File: src/rtl/div32_seq_pkg.sv
// Shared constants, state encoding and the two's-complement helper for div32_seq.
package div32_seq_pkg;
  localparam int WIDTH = 32;
  localparam int CNT_W = 5;

  localparam logic [WIDTH-1:0] ALL_ONES = '1;
  localparam logic [WIDTH-1:0] INT_MIN  = {1'b1, {(WIDTH-1){1'b0}}};
  localparam logic [CNT_W-1:0] CNT_LAST = CNT_W'(WIDTH-1);

  typedef enum logic [2:0] {
    IDLE = 3'd0,
    PREP = 3'd1,
    ITER = 3'd2,
    FIX  = 3'd3,
    DONE = 3'd4
  } state_e;

  function automatic logic [WIDTH-1:0] neg2c(input logic [WIDTH-1:0] x);
    return ~x + 1'b1;
  endfunction
endpackage

File: src/rtl/div32_seq_if.sv
// Request/result bundle between the control unit and the sequential divider.
interface div32_seq_if;
  import div32_seq_pkg::*;

  logic             start;
  logic             Signed;
  logic [WIDTH-1:0] A;
  logic [WIDTH-1:0] B;
  logic             busy;
  logic             done;
  logic [WIDTH-1:0] Quotient;
  logic [WIDTH-1:0] Remainder;
  logic             Div_Zero;
  logic             Div_Overflow;
  logic             Zero;

  modport master (
    output start, Signed, A, B,
    input  busy, done, Quotient, Remainder, Div_Zero, Div_Overflow, Zero
  );

  modport slave (
    input  start, Signed, A, B,
    output busy, done, Quotient, Remainder, Div_Zero, Div_Overflow, Zero
  );
endinterface

File: src/rtl/div32_step.sv
// One restoring division step: shift in the next dividend bit, trial-subtract, restore on borrow.
module div32_step
  import div32_seq_pkg::*;
(
  input  logic [WIDTH-1:0] i_r,
  input  logic [WIDTH-1:0] i_q,
  input  logic [WIDTH-1:0] i_d,
  output logic [WIDTH-1:0] o_r,
  output logic [WIDTH-1:0] o_q
);
  logic [WIDTH:0] w_sh;
  logic [WIDTH:0] w_t;

  assign w_sh = {i_r, i_q[WIDTH-1]};
  // R' < 2D, so the MSB of the (n+1)-bit difference is exactly the borrow.
  assign w_t  = w_sh - {1'b0, i_d};
  assign o_r  = w_t[WIDTH] ? w_sh[WIDTH-1:0] : w_t[WIDTH-1:0];
  assign o_q  = {i_q[WIDTH-2:0], ~w_t[WIDTH]};
endmodule

File: src/rtl/div32_seq.sv
// Sequential signed/unsigned 32-bit divider, one restoring step per clock, registered outputs.
module div32_seq
  import div32_seq_pkg::*;
(
  input  logic        clk,
  input  logic        rst,
  div32_seq_if.slave  bus
);
  state_e           r_state, w_next;
  logic [WIDTH-1:0] r_a, r_b, r_d, r_q, r_r;
  logic             r_signed, r_neg_q, r_neg_r;
  logic [CNT_W-1:0] r_cnt;
  logic             r_busy, r_done, r_dz, r_ov, r_zero;
  logic [WIDTH-1:0] r_quot, r_rem;
  logic [WIDTH-1:0] w_r_nxt, w_q_nxt, w_quot, w_rem;

  div32_step u_step (
    .i_r (r_r),
    .i_q (r_q),
    .i_d (r_d),
    .o_r (w_r_nxt),
    .o_q (w_q_nxt)
  );

  assign w_quot = r_neg_q ? neg2c(r_q) : r_q;
  assign w_rem  = r_neg_r ? neg2c(r_r) : r_r;

  always_ff @(posedge clk) begin
    if (rst) r_state <= IDLE;
    else     r_state <= w_next;
  end

  always_comb begin
    w_next = r_state;
    case (r_state)
      IDLE:    if (bus.start) w_next = PREP;
      PREP:    w_next = (r_b == '0) ? DONE : ITER;
      ITER:    if (r_cnt == '0) w_next = FIX;
      FIX:     w_next = DONE;
      DONE:    w_next = IDLE;
      default: w_next = IDLE;
    endcase
  end

  always_ff @(posedge clk) begin
    if (rst) begin
      r_a <= '0; r_b <= '0; r_d <= '0; r_q <= '0; r_r <= '0;
      r_signed <= 1'b0; r_neg_q <= 1'b0; r_neg_r <= 1'b0;
      r_cnt  <= '0;
      r_busy <= 1'b0; r_done <= 1'b0;
      r_dz   <= 1'b0; r_ov   <= 1'b0; r_zero <= 1'b0;
      r_quot <= '0;   r_rem  <= '0;
    end else begin
      // busy/done are decoded one cycle ahead so they are plain flops.
      r_busy <= (w_next != IDLE);
      r_done <= (w_next == DONE);
      case (r_state)
        IDLE: if (bus.start) begin
          r_a      <= bus.A;
          r_b      <= bus.B;
          r_signed <= bus.Signed;
          r_dz     <= 1'b0;
          r_ov     <= 1'b0;
          r_zero   <= 1'b0;
        end
        PREP: begin
          r_q     <= (r_signed & r_a[WIDTH-1]) ? neg2c(r_a) : r_a;
          r_d     <= (r_signed & r_b[WIDTH-1]) ? neg2c(r_b) : r_b;
          r_neg_q <= r_signed & (r_a[WIDTH-1] ^ r_b[WIDTH-1]);
          r_neg_r <= r_signed & r_a[WIDTH-1];
          r_r     <= '0;
          r_cnt   <= CNT_LAST;
          if (r_b == '0) begin
            r_quot <= ALL_ONES;
            r_rem  <= r_a;
            r_dz   <= 1'b1;
          end
        end
        ITER: begin
          r_r   <= w_r_nxt;
          r_q   <= w_q_nxt;
          r_cnt <= r_cnt - 1'b1;
        end
        FIX: begin
          r_quot <= w_quot;
          r_rem  <= w_rem;
          r_ov   <= r_signed & (r_a == INT_MIN) & (r_b == ALL_ONES);
          r_zero <= (w_quot == '0);
        end
        default: ;
      endcase
    end
  end

  assign bus.busy         = r_busy;
  assign bus.done         = r_done;
  assign bus.Quotient     = r_quot;
  assign bus.Remainder    = r_rem;
  assign bus.Div_Zero     = r_dz;
  assign bus.Div_Overflow = r_ov;
  assign bus.Zero         = r_zero;
endmodule

File: src/flat_wrapper.sv
// flat-port wrapper written by rule: the top's interface ports become plain ports
module div32_seq_flat import div32_seq_pkg::*;
  (clk, rst, bus_start, bus_Signed, bus_A, bus_B, bus_busy, bus_done, bus_Quotient, bus_Remainder, bus_Div_Zero, bus_Div_Overflow, bus_Zero);
  div32_seq_if bus_i ();
  input  logic clk;
  input  logic rst;
  input wire logic [$bits(bus_i.start)-1:0] bus_start;
  input wire logic [$bits(bus_i.Signed)-1:0] bus_Signed;
  input wire logic [$bits(bus_i.A)-1:0] bus_A;
  input wire logic [$bits(bus_i.B)-1:0] bus_B;
  output wire logic [$bits(bus_i.busy)-1:0] bus_busy;
  output wire logic [$bits(bus_i.done)-1:0] bus_done;
  output wire logic [$bits(bus_i.Quotient)-1:0] bus_Quotient;
  output wire logic [$bits(bus_i.Remainder)-1:0] bus_Remainder;
  output wire logic [$bits(bus_i.Div_Zero)-1:0] bus_Div_Zero;
  output wire logic [$bits(bus_i.Div_Overflow)-1:0] bus_Div_Overflow;
  output wire logic [$bits(bus_i.Zero)-1:0] bus_Zero;
  assign bus_i.start = bus_start;
  assign bus_i.Signed = bus_Signed;
  assign bus_i.A = bus_A;
  assign bus_i.B = bus_B;
  assign bus_busy = bus_i.busy;
  assign bus_done = bus_i.done;
  assign bus_Quotient = bus_i.Quotient;
  assign bus_Remainder = bus_i.Remainder;
  assign bus_Div_Zero = bus_i.Div_Zero;
  assign bus_Div_Overflow = bus_i.Div_Overflow;
  assign bus_Zero = bus_i.Zero;
  div32_seq u_core (.clk(clk), .rst(rst), .bus(bus_i));
endmodule
File: config.mk
export PLATFORM = sky130hd
export DESIGN_NAME = div32_seq_flat
export DESIGN_NICKNAME = d
export VERILOG_FILES = /design/src/rtl/div32_seq_pkg.sv /design/src/rtl/div32_seq_if.sv /design/src/rtl/div32_step.sv /design/src/rtl/div32_seq.sv /design/src/flat_wrapper.sv
export SDC_FILE = /design/constraint.sdc
export NUM_CORES = 1
export LEC_CHECK = 0
export BUFFER_PORTS_ARGS = -buffer_cell sky130_fd_sc_hd__buf_2
export CORE_ASPECT_RATIO = 0.7
export CORE_MARGIN = 3
export CORE_UTILIZATION = 50
export DETAILED_ROUTE_END_ITERATION = 6
export PLACE_DENSITY = 0.69
export SYNTH_ARGS = -nofsm -noshare
export SYNTH_HDL_FRONTEND = slang
export SYNTH_HIERARCHICAL = 1
export SYNTH_SLANG_ARGS = --single-unit
File: constraint.sdc
create_clock -name clk -period 4.03 [get_ports clk]
set_input_delay 1.209 -clock clk [delete_from_list [all_inputs] [get_ports clk]]
set_output_delay 1.209 -clock clk [all_outputs]
set_load 0.005 [all_outputs]
==> summary.md, run 1 <==
| Metric | Value |
|---|---|
| # Post-CTS Setup Buffers | `0` |
| Startpoint Class | `flop` |
| DRT Pass-1 Iters | `5` |
| Mapped Area | `14,200 sq um` |
| Final GP Congestion | `0.997` |
| Post-synthesis cell type count | `86` |
| Max incr delay on CP | `0.67 ns` |
| Largest net degree at the start of global routing | `92` |
| Vias in the first global route | `11,900` |
| First-pass GRT wire length | `70,300 microns` |
| Antenna violations before repair | `1` |
| Final #Nets | `1,911` |
| Detailed-route vias per instance | `6.19` |
| CTS tree | `yes` |
| Top_reg_cell synth | `dfxtp_1` |
| Reg2reg setup slack | `0.23 ns` |
| Worst R2R Start | `u_core/r_r[22]` |
| Largest family of logic cells by synthesized area | `compound AO/OA/AOI/OAI gates` |
| Pleak | `6.20 nW` |
| FMAX | `0.263 GHz` |
| Clock Latency Late Sink | `0.56 ns` |
| Via count | `13,500` |
| Hold EP | `u_core/r_d[31]` |
| Worst EP required | `4.45 ns` |
| Max IR drop VDD | `0.357 mV` |
| Hold path start | `u_core/r_d[31]` |
| Ys async rst share | `0%` |
| Yosys reg bits | `240` |
| Die height | `147 microns` |
| Placed Cells | `2,140` |
| Cell at the slowest stage of the critical path | `a2111oi_1` |
| Slew @ Worst Pin | `1.05 ns` |
| Worst-path clk slew | `0.07 ns` |
| DR DRC count | `0` |
| Fin crit share | `94.3%` |
| Layout area overhead | `10.5%` |
| CTS sink count | `240` |
| Yosys warns | `6` |
| Share of post-route cells with drive strength above 1 | `15.0%` |
| Resize count post-CTS | `0` |
| Critical R2R Capture | `u_core/r_r[17]` |
| Clk_skew | `0.0205 ns` |
| Average wire per standard cell | `21.0 microns` |
| Post-route ant nets | `0` |
| Final Hold Viols | `0` |
| Input/output buffers | `136` |
| EDFF count, synth | `0` |
| RSZ-0062 raised after global routing | `false` |
| Mux contribution to synthesized area | `3.01%` |
| Sequential area share after synthesis | `33.8%` |
| Hold Path Cell Cnt | `2` |
| Remaining global-route overflow | `0` |
| Gate Count Post-Synth | `1,779` |
| Hpwl dp | `33,800 microns` |
| Starting Density | `51.9%` |
| Crit end category | `flop` |
| Clk buf depth | `3` |
| # diodes | `0` |
| Synth Net Count | `1,887` |
| Post-route minimum period | `3.80 ns` |
| Setup TNS | `0 ns` |
| Total GRT Usage | `28.7%` |
| Max Cap Viol | `0` |
| Pwr Density | `489 nW/um^2` |
| Slew HR | `30.0%` |
| Cts hold-fix bufs | `0` |
| Compound-Gate Fraction of Synth Area | `24.1%` |
| Cell count of the worst reg-to-reg path | `11` |
| H-tree depth | `1` |
| Final Max Tran Viols | `0` |
| Root Driver | `clkbuf_16` |
| Adder-cell share of the synthesized area | `3.58%` |
| Status | `completed` |
| Crit-path max FO | `24` |
| Core area | `27,300 sq um` |
| Setup CP Type | `reg -> reg` |
| Number of buffers created by CTS | `25` |
| Mapped Avg Cell Area | `7.98 sq um` |
| Critical Path AT | `4.22 ns` |
| Worst hold path class | `reg -> reg` |
| Row cnt | `50` |
| Initial DRC Count | `1,392` |
| Die area | `30,500 sq um` |
| WL final | `46,000 microns` |
| Cell Count, Final, Fillers Out | `2,186` |
| Simple-Gate Fraction of Synth Area | `19.8%` |
| Ports | `137` |
| Die W | `207 microns` |
| Final-report setup violation count | `0` |
| CP cell instances | `ha_1 > a2111oi_1 > o211ai_1 > a41o_1 > nor2_4 > mux2i_4 > and2_4 > inv_8 > mux2_4 > a22oi_1 > nor2_1` |
| Synth Area in XOR/XNOR | `8.45%` |
-- how the worst max path moves through the flow --
stage                         from              to  cells past startpoint
finish              u_core/r_r[22]  u_core/r_r[17]                     11
global route        u_core/r_q[31]   u_core/r_r[9]                     15
CTS                 u_core/r_q[31]  u_core/r_r[17]                     15
detailed placement  u_core/r_q[31]  u_core/r_r[17]                     15
global placement    u_core/r_q[31]  u_core/r_r[14]                     15
floorplan           u_core/r_q[31]  u_core/r_r[10]                     17
-- layout by cell type (no fill, tap or decap), types with 25 or more instances in the layout --
cell | netlist | routed
o31ai_1 | 29 | 29
dfxtp_1 | 240 | 240
nand3_1 | 29 | 29
a211oi_1 | 44 | 44
clkbuf_16 | 0 | 25
nor3_1 | 73 | 73
o21ai_0 | 76 | 76
a21oi_1 | 167 | 167
inv_1 | 54 | 54
ha_1 | 39 | 39
xor2_1 | 64 | 64
xnor2_1 | 73 | 73
nor2_1 | 119 | 118
nand2_1 | 232 | 232
a22oi_1 | 63 | 63
buf_2 | 7 | 135
-- state kept, by name (all words and copies together), names as in the netlist --
| name | cells |
|---|---|
| u_core/bus.Div_Overflow | 1 |
| u_core/r_r | 32 |
| u_core/bus.done | 1 |
| u_core/bus.busy | 1 |
| u_core/bus.Remainder | 32 |
| u_core/r_neg_q | 1 |
| u_core/r_neg_r | 1 |
| u_core/bus.Quotient | 32 |
| u_core/r_a | 32 |
| u_core/r_signed | 1 |
| u_core/bus.Zero | 1 |
| u_core/bus.Div_Zero | 1 |
| u_core/r_b | 32 |
| u_core/r_d | 32 |
| u_core/r_cnt | 5 |
| u_core/r_q | 32 |
| u_core/r_state | 3 |
-- cell usage after synthesis (39+ instances only) --
cell type,n,area (sq um)
o21ai_0,76,380
a22oi_1,63,473
a211oi_1,44,330
nor3_1,73,365
clkbuf_1,114,428
ha_1,39,488
a21oi_1,167,836
xnor2_1,73,639
nand2_1,232,871
dfxtp_1,240,4800
xor2_1,64,561
nor2_1,119,447
inv_1,54,203
-- layer usage --
layer | vias up | track usage (%) | wire (microns)
li1 | 6429 | - | -
met1 | 6342 | 47.3 | 22800
met2 | 687 | 34.6 | 16300
met3 | 64 | 9.22 | 5890
met4 | 0 | 6.17 | 987
met5 | - | 0 | 0
-- cells by family (layout without fill, tap and decap cells) --
group | count (synthesis) | after routing
and+or+nand+nor | 590 | 590
AOI/OAI and AO/OA | 522 | 522
muxes | 31 | 31
xor gates and xnor gates | 137 | 137
DFF | 240 | 240
buffers and inverters | 219 | 262
adders and majority gates | 40 | 40
-- critical path: cells and delay by family, from the launching register on --
| kind | cells | cell delay, ns |
|---|---|---|
| buf+inv | 1 | 0.13 |
| fa+ha+maj | 1 | 0.37 |
| compound gates | 4 | 1.44 |
| flops | 1 | 0.49 |
| mux | 2 | 0.71 |
| simple gates | 3 | 0.51 |
-- area by class of cell --
class | count | area, sq um
Tap cell | 364 | 455
Fill cell | 2536 | 11600
Clock inverter | 17 | 250
Sequential cell | 240 | 4800
Multi-Input combinational cell | 1320 | 8390
Timing Repair Buffer | 161 | 900
Clock buffer | 29 | 671
Inverter | 55 | 214
-- stage by stage --
step | setup slack [ns] | power [mW] | utilization, % | hold WS (ns) | instance area, sq um
2_1_floorplan | 0.626 | 4.56 | - | 0.436 | 14200
3_3_place_gp | 0.492 | 5.02 | 54.0 | 0.445 | 14800
3_5_place_dp | 0.358 | 5.06 | 54.0 | 0.448 | 14800
4_1_cts | 0.340 | 7.64 | 57.4 | 0.461 | 15700
5_1_grt | 0.0881 | 8.00 | 57.4 | 0.493 | 15700
6_report | 0.230 | 7.68 | 57.4 | 0.464 | 15700
-- power by group --
| part | leakage [nW] | internal (mW) | switching [mW] | total (mW) |
|---|---|---|---|---|
| Sequential | 1.95 | 2.53 | 0.241 | 2.77 |
| Combinational | 3.81 | 0.953 | 1.36 | 2.31 |
| Clock | 0.440 | 1.53 | 1.06 | 2.60 |
Note: power is estimated with default switching activity, not from simulation.
==> inputs of run 2 (changes only) <==
Clock period 4.03 ns to 4.83 ns, I/O delays scaled along.
==> summary.md, run 2 (synthesized netlist as in run 1, its figures left out) <==
| Metric | Value |
|---|---|
| Setup CP Type | `reg -> reg` |
| Worst hold path class | `reg -> reg` |
| Resize count post-CTS | `0` |
| Cts hold-fix bufs | `0` |
| Seq pwr share | `36.6%` |
| Root Driver | `clkbuf_16` |
| Crit-path max FO | `24` |
| WL final | `45,300 microns` |
| DR DRC count | `0` |
| Die area | `30,500 sq um` |
| Fillers | `2,537` |
| Number of buffers created by CTS | `24` |
| Max Cap Viol | `0` |
| Worst-path clk slew | `0.07 ns` |
| Status | `completed` |
| Ports | `137` |
| Commonest non-fill, non-tap cells in the layout | `dfxtp_1, nand2_1, a21oi_1, buf_2, nor2_1` |
| Fin crit share | `77.2%` |
| Critical Path AT | `4.11 ns` |
| Share of post-route cells with drive strength above 1 | `14.5%` |
| Final Max Tran Viols | `0` |
| Delay-heaviest family, CP | `compound AO/OA/AOI/OAI gates` |
| Average wire per standard cell | `20.8 microns` |
| Clock Latency Late Sink | `0.54 ns` |
| Vias in the first global route | `11,900` |
| Switch share | `34.1%` |
| Core area | `27,300 sq um` |
| Crit end category | `flop` |
| Pint | `4.18 mW` |
| Die W | `207 microns` |
| Slew HR | `40.8%` |
| Pleak | `6.14 nW` |
| Largest net degree at the start of global routing | `112` |
| Worst Slack Setup Final | `1.10 ns` |
| Starting Density | `51.9%` |
| CP cell instances | `inv_1 > ha_1 > fa_1 > and2b_1 > o2111ai_2 > a21oi_2 > o211ai_2 > a211oi_4 > nor2_4 > mux2i_4 > and2_4 > inv_8 > mux2_4 > a22oi_1 > nor2_1` |
| Hpwl dp | `33,200 microns` |
| Final #Nets | `1,901` |
| Dpl ws | `1.19 ns` |
| Startpoint Class | `flop` |
| Antenna violations before repair | `0` |
| H-tree depth | `1` |
| Sw power | `2.17 mW` |
| Die height | `147 microns` |
| Pwr Density | `408 nW/um^2` |
| Clock Power Share | `33.4%` |
| Detailed-route vias per instance | `6.21` |
| FMAX | `0.268 GHz` |
| Combinational power share | `30.0%` |
| Cell at the slowest stage of the critical path | `dfxtp_1` |
| Clk buf depth | `3` |
| CTS sink count | `240` |
| Max incr delay on CP | `0.41 ns` |
| CP bufs+invs | `2` |
| Post-route minimum period | `3.73 ns` |
| Total chip power | `6.35 mW` |
| Register Area | `4800 sq um` |
| Hold WS | `0.460 ns` |
| Layout area overhead | `9.66%` |
| Via count | `13,500` |
| # Post-CTS Setup Buffers | `0` |
| RSZ-0062 raised after global routing | `false` |
| CTS tree | `yes` |
| Input/output buffers | `136` |
| # diodes | `0` |
| First-pass GRT wire length | `70,100 microns` |
| Worst EP required | `5.21 ns` |
| Multi-input gate area | `8390 sq um` |
| Total GRT Usage | `28.4%` |
| Final GP Congestion | `0.986` |
| Setup TNS | `0 ns` |
| Row cnt | `50` |
| Post-layout util | `56.9%` |
| Max IR drop VDD | `0.237 mV` |
| Post-route ant nets | `0` |
| Final Hold Viols | `0` |
| Initial DRC Count | `1,873` |
| Remaining global-route overflow | `0` |
| Clk_skew | `0.0194 ns` |
| Commonest non-fill, non-tap cell in the layout | `dfxtp_1` |
| DRT Pass-1 Iters | `5` |
| Final-report setup violation count | `0` |
| Slew @ Worst Pin | `0.885 ns` |
run 2: cell count changes in the layout (fill, tap and decap cells not counted):
cell,previous run,this run
clkinvlp_4,4,1
clkinv_8,0,1
clkbuf_1,1,0
inv_16,1,0
buf_4,23,16
bufinv_16,5,6
clkinv_2,3,4
clkinv_4,3,2
buf_12,2,0
clkbuf_16,25,24
run 2: final timing paths:
path                       start        endpoint  slack (ns)  cells past startpoint
setup / recovery  u_core/r_q[31]  u_core/r_r[18]        1.10                     15
hold / removal    u_core/r_d[31]  u_core/r_d[31]        0.46                      2
setup reg to reg  u_core/r_q[31]  u_core/r_r[18]        1.10                     15
hold reg to reg   u_core/r_d[31]  u_core/r_d[31]        0.46                      2
run 2: tightest hold or removal path, delay by kind of cell, from the launching register on:
kind / cells / cell delay, ns
flip-flops: 1 / 0.31
AO/OA/AOI/OAI: 1 / 0.05
AND/OR/NAND/NOR: 1 / 0.05
run 2: area by class of cell:
cell class | count | area share (%)
clock buffers | 27 | 4.12
clock inverters | 15 | 1.61
inverters | 55 | 1.37
multi-input cells | 1320 | 53.9
flip-flops and latches | 240 | 30.9
well taps | 364 | 2.93
repair buffers | 152 | 5.18
run 2: routing by layer:
layer	share of wire, %	vias to the layer above	track usage (%)
met2	36	703	34.8
met1	50	6341	47.2
li1	-	6403	-
met5	0	-	0
met3	13	45	8.67
met4	1.4	0	4.48
run 2: power by group through the flow:
| stage | Combinational (mW) | Clock (mW) | Sequential (mW) |
|---|---|---|---|
| after CTS | 1.86 | 2.14 | 2.31 |
| after global placement | 1.84 | 0 | 2.34 |
| final | 1.91 | 2.12 | 2.32 |
| after global routing | 2.07 | 2.22 | 2.33 |
| after detailed placement | 1.85 | 0 | 2.35 |
| after floorplan | 1.54 | 0 | 2.26 |
run 2: stage by stage:
stage               cells  instance area [sq um]
finish               2173                  15600
global placement     2131                  14700
global route         2173                  15600
CTS                  2173                  15600
floorplan            1779                  14200
detailed placement   2131                  14700
==> inputs of run 3 (changes only) <==
Clock period 4.83 ns to 3.5 ns, I/O delays scaled along.
==> summary.md, run 3 (synthesized netlist as in run 1, its figures left out) <==
| Metric | Value |
|---|---|
| Status | `completed` |
| Cell at the slowest stage of the critical path | `fa_2` |
| Die area | `30,500 sq um` |
| Startpoint Class | `flop` |
| Starting Density | `51.9%` |
| # diodes | `0` |
| Max IR drop VDD | `0.427 mV` |
| Final-report setup violation count | `0` |
| First-pass GRT wire length | `69,900 microns` |
| Slew @ Worst Pin | `1.06 ns` |
| Antenna violations before repair | `0` |
| Ports | `137` |
| Via count | `13,700` |
| Setup TNS | `0 ns` |
| Largest net degree at the start of global routing | `105` |
| Critical R2R Capture | `u_core/r_r[16]` |
| Cell count of the worst reg-to-reg path | `15` |
| CTS tree | `yes` |
| Share of post-route cells with drive strength above 1 | `16.7%` |
| Max Cap Viol | `0` |
| Hold WS | `0.467 ns` |
| Placed Cells | `2,167` |
| Final GP Congestion | `1.03` |
| Post-route minimum period | `3.41 ns` |
| Total GRT Usage | `28.2%` |
| Hpwl dp | `33,100 microns` |
| Initial DRC Count | `1,718` |
| Fin crit share | `97.4%` |
| Critical path destination | `u_core/r_r[16]` |
| Critical Path AT | `3.83 ns` |
| Hold Path Cell Cnt | `2` |
| Average wire per standard cell | `20.6 microns` |
| Post-route design area | `16,000 sq um` |
| Commonest non-fill, non-tap cells in the layout | `dfxtp_1, nand2_1, a21oi_1, buf_2, nor2_1` |
| Root Driver | `clkbuf_16` |
| Delay-heaviest family, CP | `compound AO/OA/AOI/OAI gates` |
| Slew HR | `29.2%` |
| Clk_skew | `0.0147 ns` |
| Clk buf depth | `3` |
| Final #Nets | `1,942` |
| CTS sink count | `240` |
| DR DRC count | `0` |
| Worst hold path class | `reg -> reg` |
| FMAX | `0.293 GHz` |
| Input/output buffers | `136` |
| Layout area overhead | `12.8%` |
| Dpl ws | `0.0533 ns` |
| DRT Pass-1 Iters | `5` |
| H-tree depth | `1` |
| CP bufs+invs | `2` |
| Clock Latency Late Sink | `0.55 ns` |
| Final Max Tran Viols | `0` |
| Setup CP Type | `reg -> reg` |
| Dpl cell area | `15,000 sq um` |
| WL final | `45,600 microns` |
| Crit-path max FO | `12` |
| Post-layout util | `58.6%` |
| Commonest non-fill, non-tap cell in the layout | `dfxtp_1` |
| Crit end category | `flop` |
| Worst-path clk slew | `0.06 ns` |
| Worst Slack Setup Final | `0.0898 ns` |
| RSZ-0062 raised after global routing | `true` |
| Total chip power | `9.14 mW` |
| Cts hold-fix bufs | `0` |
| Detailed-route vias per instance | `6.17` |
| Core area | `27,300 sq um` |
| Worst R2R Start | `u_core/r_q[31]` |
| Worst EP required | `3.92 ns` |
| Die height | `147 microns` |
| Reg2reg setup slack | `0.09 ns` |
| Max incr delay on CP | `0.37 ns` |
| Row cnt | `50` |
| Final Hold Viols | `0` |
| Die W | `207 microns` |
| CP Depth | `15` |
| Number of buffers created by CTS | `26` |
| Crit path launch | `u_core/r_q[31]` |
| Cell Count, Final, Fillers Out | `2,218` |
| Remaining global-route overflow | `0` |
| Post-route ant nets | `0` |
| Pwr Density | `571 nW/um^2` |
| CP cell instances | `inv_1 > ha_1 > fa_2 > and2b_1 > o2111ai_2 > a21oi_2 > o211ai_2 > a211oi_4 > nor2_4 > mux2i_4 > and2_4 > inv_6 > mux2_4 > a22oi_1 > nor2_1` |
| Pleak | `6.39 nW` |
| Vias in the first global route | `12,000` |
-- run 3: metal layers --
layer | vias up | GRT usage, % | wire length, microns
met2 | 725 | 34.5 | 16400
li1 | 6500 | - | -
met4 | 0 | 4.48 | 712
met5 | - | 0 | 0
met1 | 6406 | 47.5 | 22900
met3 | 48 | 7.75 | 5630
-- run 3: worst register-to-register path, delay by kind of cell (launching register included) --
kind	cells	cell delay, ns
AOI/OAI and AO/OA	5	1.03
and+or+nand+nor	4	0.59
adders and majority gates	2	0.59
muxes	2	0.52
DFF	1	0.34
buffers and inverters	2	0.24
-- run 3: worst min-delay path by stage --
stage | startpoint | end
2_1_floorplan | u_core/r_d[31] | u_core/r_d[31]
3_5_place_dp | u_core/bus.Zero | u_core/bus.Zero
3_3_place_gp | u_core/r_d[31] | u_core/r_d[31]
4_1_cts | u_core/bus.Zero | u_core/bus.Zero
6_report | u_core/bus.Zero | u_core/bus.Zero
5_1_grt | u_core/r_d[0] | u_core/r_d[0]
-- run 3: timing repair --
| action | CTS | global route |
|---|---|---|
| setup endpoints to repair | 0 | 23 |
| setup buffers | 0 | 1 |
| gates resized for setup | 0 | 4 |
-- run 3: layout make-up --
type                       instances  area, sq um
inverter                          55          219
timing repair inverter             2         17.5
clock inverter                    18          284
sequential                       240         4800
tap                              364          455
multi-input combinational       1320         8410
clock buffer                      30          717
timing repair buffer             189         1110
fill                            2453        11300
-- run 3: report_power, final --
group	total (mW)	switching [mW]	internal, mW
combinational	2.77	1.62	1.16
clock	3.19	1.20	1.99
sequential	3.17	0.257	2.92
total	9.14	3.08	6.06
